### src/rtl/fifo_v4_sram.sv
// rtl/fifo_v4_sram.sv - single-clock FIFO over a synchronous-read RAM with a two-entry head prefetch
module fifo_v4_sram #(
    parameter bit          FALL_THROUGH    = 1'b0,
    parameter int unsigned DATA_WIDTH      = 32,
    parameter int unsigned DEPTH           = 8,
    parameter int unsigned ALMOST_FULL_TH  = DEPTH - 1,
    parameter int unsigned ALMOST_EMPTY_TH = 1,
    parameter int unsigned CNT_W           = $clog2(DEPTH + 1)
) (
    input  logic                  clk_i,
    input  logic                  rst_ni,
    input  logic                  flush_i,
    input  logic [DATA_WIDTH-1:0] data_i,
    input  logic                  push_i,
    output logic                  full_o,
    output logic                  almost_full_o,
    output logic [DATA_WIDTH-1:0] data_o,
    input  logic                  pop_i,
    output logic                  empty_o,
    output logic                  almost_empty_o,
    output logic [CNT_W-1:0]      usage_o,
    output logic                  overflow_o,
    output logic                  underflow_o
);

    localparam int unsigned      PTR_W    = $clog2(DEPTH);
    localparam logic [PTR_W-1:0] PTR_LAST = PTR_W'(DEPTH - 1);
    localparam logic [CNT_W-1:0] CNT_FULL = CNT_W'(DEPTH);
    localparam logic [CNT_W-1:0] AF_TH    = CNT_W'(ALMOST_FULL_TH);
    localparam logic [CNT_W-1:0] AE_TH    = CNT_W'(ALMOST_EMPTY_TH);

    if (ALMOST_FULL_TH > DEPTH) begin : g_bad_af_th
        $error("fifo_v4_sram: ALMOST_FULL_TH must not exceed DEPTH");
    end
    if (ALMOST_EMPTY_TH >= DEPTH) begin : g_bad_ae_th
        $error("fifo_v4_sram: ALMOST_EMPTY_TH must be below DEPTH");
    end

    // Storage and pointers. Oldest entries sit in head, then skid, then the
    // in-flight RAM read, then the RAM itself.
    logic [DATA_WIDTH-1:0] mem [DEPTH];
    logic [DATA_WIDTH-1:0] ram_q;
    logic [PTR_W-1:0]      wr_ptr_q, rd_ptr_q;
    logic [CNT_W-1:0]      usage_q, ram_cnt_q;
    logic [DATA_WIDTH-1:0] head_q, skid_q;
    logic                  head_v_q, skid_v_q, rd_pend_q;
    logic                  ovf_q, udf_q;

    logic                  usage_zero, bypass_out;
    logic                  pop_acc, push_acc, pass_thru, byp, ram_wr, rd_en;
    logic                  head_v_n, skid_v_n;
    logic [DATA_WIDTH-1:0] head_n, skid_n;
    logic [CNT_W-1:0]      usage_n, ram_cnt_n;

    assign usage_zero = (usage_q == '0);
    // With fall-through, a push into an empty FIFO is presented immediately.
    assign bypass_out = FALL_THROUGH && usage_zero && push_i;

    assign empty_o        = usage_zero && !bypass_out;
    assign data_o         = bypass_out ? data_i : head_q;
    assign full_o         = (usage_q == CNT_FULL);
    assign almost_full_o  = (usage_q >= AF_TH);
    assign almost_empty_o = (usage_q <= AE_TH);
    assign usage_o        = usage_q;
    assign overflow_o     = ovf_q;
    assign underflow_o    = udf_q;

    // Next-state of the prefetch list: drop popped head, append arriving RAM
    // data, then append a bypassed push if the RAM holds nothing older.
    always_comb begin
        pop_acc   = pop_i && !empty_o && !flush_i;
        push_acc  = push_i && (!full_o || pop_acc) && !flush_i;
        pass_thru = bypass_out && pop_acc;

        head_v_n = head_v_q;
        head_n   = head_q;
        skid_v_n = skid_v_q;
        skid_n   = skid_q;

        if (pop_acc && !pass_thru) begin
            head_v_n = skid_v_q;
            if (skid_v_q) begin
                head_n = skid_q;
            end
            skid_v_n = 1'b0;
        end

        if (rd_pend_q && !flush_i) begin
            if (!head_v_n) begin
                head_v_n = 1'b1;
                head_n   = ram_q;
            end else begin
                skid_v_n = 1'b1;
                skid_n   = ram_q;
            end
        end

        byp = push_acc && !pass_thru && (ram_cnt_q == '0) && !(head_v_n && skid_v_n);
        if (byp) begin
            if (!head_v_n) begin
                head_v_n = 1'b1;
                head_n   = data_i;
            end else begin
                skid_v_n = 1'b1;
                skid_n   = data_i;
            end
        end

        ram_wr = push_acc && !pass_thru && !byp;
        // Prefetch only when the landing slot is guaranteed free next cycle.
        rd_en  = !flush_i && (ram_cnt_q != '0) && !(head_v_n && skid_v_n);

        ram_cnt_n = ram_cnt_q;
        case ({ram_wr, rd_en})
            2'b10:   ram_cnt_n = ram_cnt_q + 1'b1;
            2'b01:   ram_cnt_n = ram_cnt_q - 1'b1;
            default: ram_cnt_n = ram_cnt_q;
        endcase

        usage_n = usage_q;
        case ({push_acc, pop_acc})
            2'b10:   usage_n = usage_q + 1'b1;
            2'b01:   usage_n = usage_q - 1'b1;
            default: usage_n = usage_q;
        endcase
    end

    // RAM write port and registered read port; contents need no reset.
    always_ff @(posedge clk_i) begin
        if (ram_wr) begin
            mem[wr_ptr_q] <= data_i;
        end
        if (rd_en) begin
            ram_q <= mem[rd_ptr_q];
        end
    end

    // Control state, prefetch registers and sticky error flags.
    always_ff @(posedge clk_i or negedge rst_ni) begin
        if (!rst_ni) begin
            wr_ptr_q  <= '0;
            rd_ptr_q  <= '0;
            usage_q   <= '0;
            ram_cnt_q <= '0;
            head_q    <= '0;
            skid_q    <= '0;
            head_v_q  <= 1'b0;
            skid_v_q  <= 1'b0;
            rd_pend_q <= 1'b0;
            ovf_q     <= 1'b0;
            udf_q     <= 1'b0;
        end else if (flush_i) begin
            wr_ptr_q  <= '0;
            rd_ptr_q  <= '0;
            usage_q   <= '0;
            ram_cnt_q <= '0;
            head_v_q  <= 1'b0;
            skid_v_q  <= 1'b0;
            rd_pend_q <= 1'b0;
            ovf_q     <= 1'b0;
            udf_q     <= 1'b0;
        end else begin
            if (ram_wr) begin
                wr_ptr_q <= (wr_ptr_q == PTR_LAST) ? '0 : wr_ptr_q + 1'b1;
            end
            if (rd_en) begin
                rd_ptr_q <= (rd_ptr_q == PTR_LAST) ? '0 : rd_ptr_q + 1'b1;
            end
            usage_q   <= usage_n;
            ram_cnt_q <= ram_cnt_n;
            head_q    <= head_n;
            skid_q    <= skid_n;
            head_v_q  <= head_v_n;
            skid_v_q  <= skid_v_n;
            rd_pend_q <= rd_en;
            if (push_i && full_o && !pop_acc) begin
                ovf_q <= 1'b1;
            end
            if (pop_i && empty_o) begin
                udf_q <= 1'b1;
            end
        end
    end

endmodule

### config.mk
export PLATFORM = sky130hd
export DESIGN_NAME = fifo_v4_sram
export DESIGN_NICKNAME = d
export VERILOG_FILES = /design/src/rtl/fifo_v4_sram.sv
export SDC_FILE = /design/constraint.sdc
export NUM_CORES = 1
export LEC_CHECK = 0
export BUFFER_PORTS_ARGS = -buffer_cell sky130_fd_sc_hd__buf_2
export CAP_MARGIN = 0
export CORE_MARGIN = 1.5
export CORE_UTILIZATION = 40
export CTS_CLUSTER_SIZE = 28
export DETAILED_ROUTE_END_ITERATION = 8
export GPL_ROUTABILITY_DRIVEN = 0
export GPL_TIMING_DRIVEN = 0
export PLACE_DENSITY = 0.58
export SYNTH_ARGS = -nofsm -noshare
export SYNTH_HDL_FRONTEND = slang
export SYNTH_SLANG_ARGS = --single-unit
### constraint.sdc
create_clock -name clk_i -period 8.3 [get_ports clk_i]
set_input_delay 0.83 -clock clk_i [delete_from_list [all_inputs] [get_ports clk_i]]
set_output_delay 0.83 -clock clk_i [all_outputs]
set_load 0.01 [all_outputs]
After elaboration in Yosys (flattened, before gate mapping)
Memory sizes are Yosys's and may differ from the RTL's. A register that Yosys moved wholly into a read port is not among the register bits.
Index checks and enable logic that the tools add are counted.
W data, S select, Z words.
{ "totals": {"memories": 1, "reg_bits": 83, "input_bits": 37, "ramBits": 256, "output_inout_bits": 42} }
{ "classes": {"add_sub_neg": 6, "mux": 37, "n_eq_ne": 7, "order_cmp": 2, "n_reduce_logical": 32} }
{ "memory_table": {"columns": ["name", "words", "width", "rd", "rd_ports_with_merged_regs", "wr", "line_no", "text"], "rows": [
  ["mem", 8, 32, 1, 1, 1, "41", "logic [DATA_WIDTH-1:0] mem [DEPTH];"]
]} }
{ "op_table": {"columns": ["op", "n"], "rows": [
  ["$mux W32", 10],
  ["$mux W3", 6],
  ["$mux W1", 17],
  ["$pmux W4 S2", 2],
  ["$logic_and A1 B1 Y1", 15],
  ["$add A4 B1 Y4 const B", 2],
  ["$logic_not A4 Y1", 2],
  ["$mux W4", 2],
  ["$reduce_bool A2 Y1", 4],
  ["$sub A4 B1 Y4 const B", 2],
  ["$logic_not A1 Y1", 7],
  ["$add A3 B1 Y3 const B", 2],
  ["$eq A3 B3 Y1 const B", 2],
  ["$reduce_bool A3 Y1", 2],
  ["$eq A2 B1 Y1 const B", 2],
  ["$eq A2 B2 Y1 const B", 2],
  ["$eq A4 B4 Y1 const B", 1],
  ["$ge A4 B3 Y1 const B", 1],
  ["$le A4 B1 Y1 const B", 1],
  ["$reduce_bool A4 Y1", 1],
  ["$logic_or A1 B1 Y1", 1]
]} }

Depth between registers and ports, before layout
{ "logic_depth": {"word_depth": 17, "depth_mapped": 15} }

Least setup slack after synthesis
No wires, ideal clock.
{ "synth_timing": {"kind": "flip-flop to flip-flop", "start": "register usage_q[1] (netlist: usage_o[1])", "end": "memory mem[2][0], enable pin", "setup_ns": 0.468, "path_stages_with_launch": 11, "arrival_ns": 4.518, "t_required_ns": 7.832, "path_slack_ns": 3.314, "path_cell_list": "dfrtp_1 -> inv_1 -> ha_1 -> or3b_1 -> buf_2 -> clkinv_2 -> o21ai_2 -> maj3_2 -> a21oi_4 -> nand2b_1 -> nor3b_1"} }
{ "synth_between": {"elab_chain_len": 14, "word_cells_on_any_way": 22, "classes_between": "1 x eq/ne; 7 x mux; 14 x reduce/logical"} }
{ "synth_lines": {"columns": ["item", "line_no", "text"], "rows": [
  ["from (decl)", "44", "logic [CNT_W-1:0] usage_q, ram_cnt_q;"],
  ["from (signal assigned)", "169", "usage_q <= usage_n;"],
  ["$logic_not A4 Y1 (*)", "55", "assign usage_zero = (usage_q == '0);"],
  ["named net empty_o", "19", "output logic empty_o,"],
  ["$logic_not A1 Y1 (*)", "71", "pop_acc = pop_i && !empty_o && !flush_i;"],
  ["$logic_and A1 B1 Y1 (*) (2 in series)", "71", null],
  ["$mux W1", "80", "if (pop_acc && !pass_thru) begin"],
  ["$mux W1", "89", "if (!head_v_n) begin"],
  ["$mux W1", "88", "if (rd_pend_q && !flush_i) begin"],
  ["$logic_and A1 B1 Y1", "98", "byp = push_acc && !pass_thru && (ram_cnt_q == '0) && !(head_v_n && skid_v_n);"],
  ["$logic_not A1 Y1", "98", null],
  ["$logic_and A1 B1 Y1", "98", null],
  ["$logic_not A1 Y1", "109", "ram_wr = push_acc && !pass_thru && !byp;"],
  ["$logic_and A1 B1 Y1 (*)", "109", null],
  ["$mux W1 (*)", "130", "if (ram_wr) begin"],
  ["$mux W1 (not written as such) (*)", "131", "mem[wr_ptr_q] <= data_i;"],
  ["to (decl)", "41", null]
]} }
The timed path passes the listed nets; every way through them passes the cells marked *.

Worst setup path in the final report
{ "layout_timing": {"start": "register usage_q[1] (netlist: usage_o[1])", "end": "memory mem[1][20], enable pin"} }
{ "layout_between": {"elab_chain_len": 14, "word_cells_on_any_way": 22, "classes_between": "1 x eq/ne; 7 x mux; 14 x reduce/logical"} }
{ "layout_lines": {"columns": ["item", "line_no"], "rows": [
  ["$logic_not A4 Y1", "55"],
  ["$logic_not A1 Y1", "71"],
  ["$logic_and A1 B1 Y1 (2 in series)", "71"],
  ["$mux W1", "80"],
  ["$mux W1", "89"],
  ["$mux W1", "88"],
  ["$logic_and A1 B1 Y1", "98"],
  ["$logic_not A1 Y1", "98"],
  ["$logic_and A1 B1 Y1", "98"],
  ["$logic_not A1 Y1", "109"],
  ["$logic_and A1 B1 Y1 (*)", "109"],
  ["$mux W1 (*)", "130"],
  ["$mux W1 (not written as such) (*)", "131"]
]} }
Mark *: on every way between the ends. The rest lies on a longest branch, timed or not.

==> results.yml <==
drt:
  drc: 0
  post_drt_wl_per_cell_um: 22.1
  drtAntennaViolNets: 0
  vias: 8217
  drt_wl_total_um: 33500
  firstDrtPassIters: 5
  drt_iter0_drc: 430
  viasPerCell: 5.42
pwr:
  power.density_mw_per_mm2: 318
  p_leak_nw: 6.42
  vdd_drop_max_mv: 0.135
  p_total_mw: 5.63
min_path:
  holdCritPathClass: "in2async"
logic_synthesis:
  synthFlopType: "edfxtp_1"
  synthCells: 871
  syn_area_per_cell_um2: 17.3
  syn_nets: 918
  synth.ff_latch_count: 371
  synth_area_leader_cell: "edfxtp_1"
  seq_area_frac_synth: 0.713
  synthArstFlopShare: 0.224
  synth_area_mm2: 0.0150
  ys_warn_count: 0
  synth_top_area_share: 0.575
  ys_top_cells_by_area: "edfxtp_1, dfrtp_1, mux4_2"
  synth_cell_types: 49
  synth_edf_count: 288
floorplanning:
  die_height_um: 197
  fp.dieW_um: 197
  core_area_mm2: 0.0368
  num_io_pins: 79
  rows: 70
  dieArea_mm2: 0.0388
  initial_core_util: 0.409
sta:
  setup_viol: 0
  final.setup_skew_ps: 11.5
  max_slew_margin: 0.286
  rsz0062_at_grt: "no"
  hold_slack_ps: 212
  hold_violations: 0
  setup_ws_ps: 4440
  slew_viol_final: 0
  fmax_mhz: 259
  final.setup.tns_ps: 0
  period_share: 0.465
  tightestPinTransition_ps: 1070
  layout_min_cycle_time_ps: 3860
clock_network:
  clockRootBuffer: "clkbuf_16"
  tritoncts: "built"
  cts.reportedPaths.clkPinSlew_ps: 60
  hold_buffers: 0
  htree_levels: 2
  numClockSinks: 371
  clk_latency_ps: 530
  numCtsBuffers: 41
  post-cts-setup-buffers: 0
  clock_path_buffers: 3
  cts_resized: 0
layout:
  antenna_cells: 0
  area_growth_pct: 17.4
  fin_cells: 1516
  final.fill_count: 3141
  final_util: 0.480
  design_area_mm2: 0.0177
  nNetsFinal: 1063
  drive_above_1_share: 0.304
placed_design:
  place_area_mm2: 0.0164
  place_inst: 1441
  place_ws_ps: 4290
  post-dp-hpwl_um: 21700
  io_buffers: 77
critical_path:
  end_kind: "register"
  endpoint: "mem[1][20]"
  crit_path_cell_trace: "inv_1, ha_1, or3b_1, buf_2, clkinv_2, o21ai_2, maj3_2, a21oi_4, nand2_1, nor3_2, buf_6, buf_6"
  crit_buf_inv: 5
  worstPathMaxFanout: 10
  rrSetupSlack_ps: 4440
  path_common_cell: "buf_6"
  timing.rr.end: "mem[1][20]"
  rr_worst_depth: 12
  cp-startpoint: "usage_o[1]"
  worstSetupPathType: "reg2reg"
  slowest_delay_ps: 800
  slowest_stage: "nor3_2"
  timing.rr.start: "usage_o[1]"
  cp-start-kind: "register"
  critPathArrivalTime_ps: 4090
  cp.depth: 12
  required_ps: 8530
  cp_top_family: "simple AND/OR/NAND/NOR gates"
grt:
  grt_usage: 0.178
  grt_max_degree: 60
  grt_pass1_wl_um: 51700
  overflow: 0
  grt_pass1_vias: 8460
  antenna_found_initial: 1
run:
  drv_cap: 0
outcome:
  status: "complete, no violations"
worst reg2reg max path, cell delays in order (launching register included):
cell and delay, ps:
dfrtp_1 440, inv_1 100, ha_1 220, or3b_1 350, buf_2 170, clkinv_2 100, o21ai_2 70, maj3_2 340
a21oi_4 280, nand2_1 240, nor3_2 800, buf_6 280, buf_6 180
report_power, final:
group / switching, mW / leakage, nW / total (mW) / internal (mW)
registers: 0.166 / 3.57 / 2.51 / 2.34
logic: 0.717 / 2.24 / 1.39 / 0.671
clock network: 0.723 / 0.613 / 1.73 / 1.01
total: 1.61 / 6.42 / 5.63 / 4.02
sequential cells by signal (all words and copies together) (netlist names):
signal       cells
ram_cnt_q        4
wr_ptr_q         3
skid_q          32
rd_pend_q        1
underflow_o      1
mem            256
overflow_o       1
head_v_q         1
rd_ptr_q         3
ram_q           32
skid_v_q         1
usage_o          4
data_o          32
per-layer routing:
metal / global-route usage / wire length, µm / share of wire / vias up
met5: 0 / 7 / 0.00021 / -
met2: 0.288 / 16200 / 0.48 / 195
met4: 0.0512 / 697 / 0.021 / 2
met3: 0.0277 / 1480 / 0.044 / 51
met1: 0.250 / 15100 / 0.45 / 4262
li1: - / - / - / 3707
Yosys cell counts (all sizes together) (7+ instances only):
cell / n
a21oi: 42
buf: 23
clkbuf: 24
dfrtp: 83
edfxtp: 288
ha: 9
inv: 42
mux2: 64
mux2i: 35
mux4: 64
nand2: 40
nand2b: 7
nor2: 15
o21ai: 41
o22ai: 35
kinds of logic after synthesis:
| kind of cell | Yosys count | share of synthesized area |
|---|---|---|
| AND/OR/NAND/NOR | 98 | 0.0328 |
| AO/OA/AOI/OAI | 134 | 0.0518 |
| adder cells (fa/ha/maj) | 12 | 0.0102 |
| multiplexers | 163 | 0.167 |
| buffers and inverters | 90 | 0.0238 |
| flip-flops | 371 | 0.713 |
| XOR/XNOR | 3 | 0.00175 |
layout by cell type (no fill, tap or decap), drive strengths merged, types with 3 or more instances in the layout:
master,instances
edfxtp,288
buf,125
dfrtp,83
clkbuf,76
mux4,64
mux2,64
inv,45
a21oi,42
o21ai,41
nand2,40
o22ai,35
mux2i,35
nor2,15
clkinv,15
ha,9
nand2b,7
nor3,5
or3,4
nor3b,4
o211ai,4
nand3b,4
a21o,3
nand3,3
nand4,3
xnor2,3
a211oi,3
bufinv,3
clkinvlp,3
nor2b,3
worst min-delay path by stage:
stage / slack (ps) / startpoint / to
after floorplan: 490 / skid_q[0] / skid_q[0]
after global placement: 480 / underflow_o / underflow_o
after detailed placement: 500 / underflow_o / underflow_o
after CTS: 210 / rst_ni / usage_o[2]
after global routing: 230 / rst_ni / usage_o[2]
final: 210 / rst_ni / usage_o[2]
area by class of cell:
class / count / area [µm²] / area share
Clock buffer: 52 / 1070 / 0.0604
Inverter: 43 / 163 / 0.00920
Sequential cell: 371 / 10700 / 0.607
Buffer: 47 / 195 / 0.0110
Timing Repair Buffer: 102 / 727 / 0.0411
Multi-Input combinational cell: 410 / 4010 / 0.227
Tap cell: 468 / 586 / 0.0331
Clock inverter: 23 / 200 / 0.0113
No activity file was read; power rests on OpenSTA's default activity.
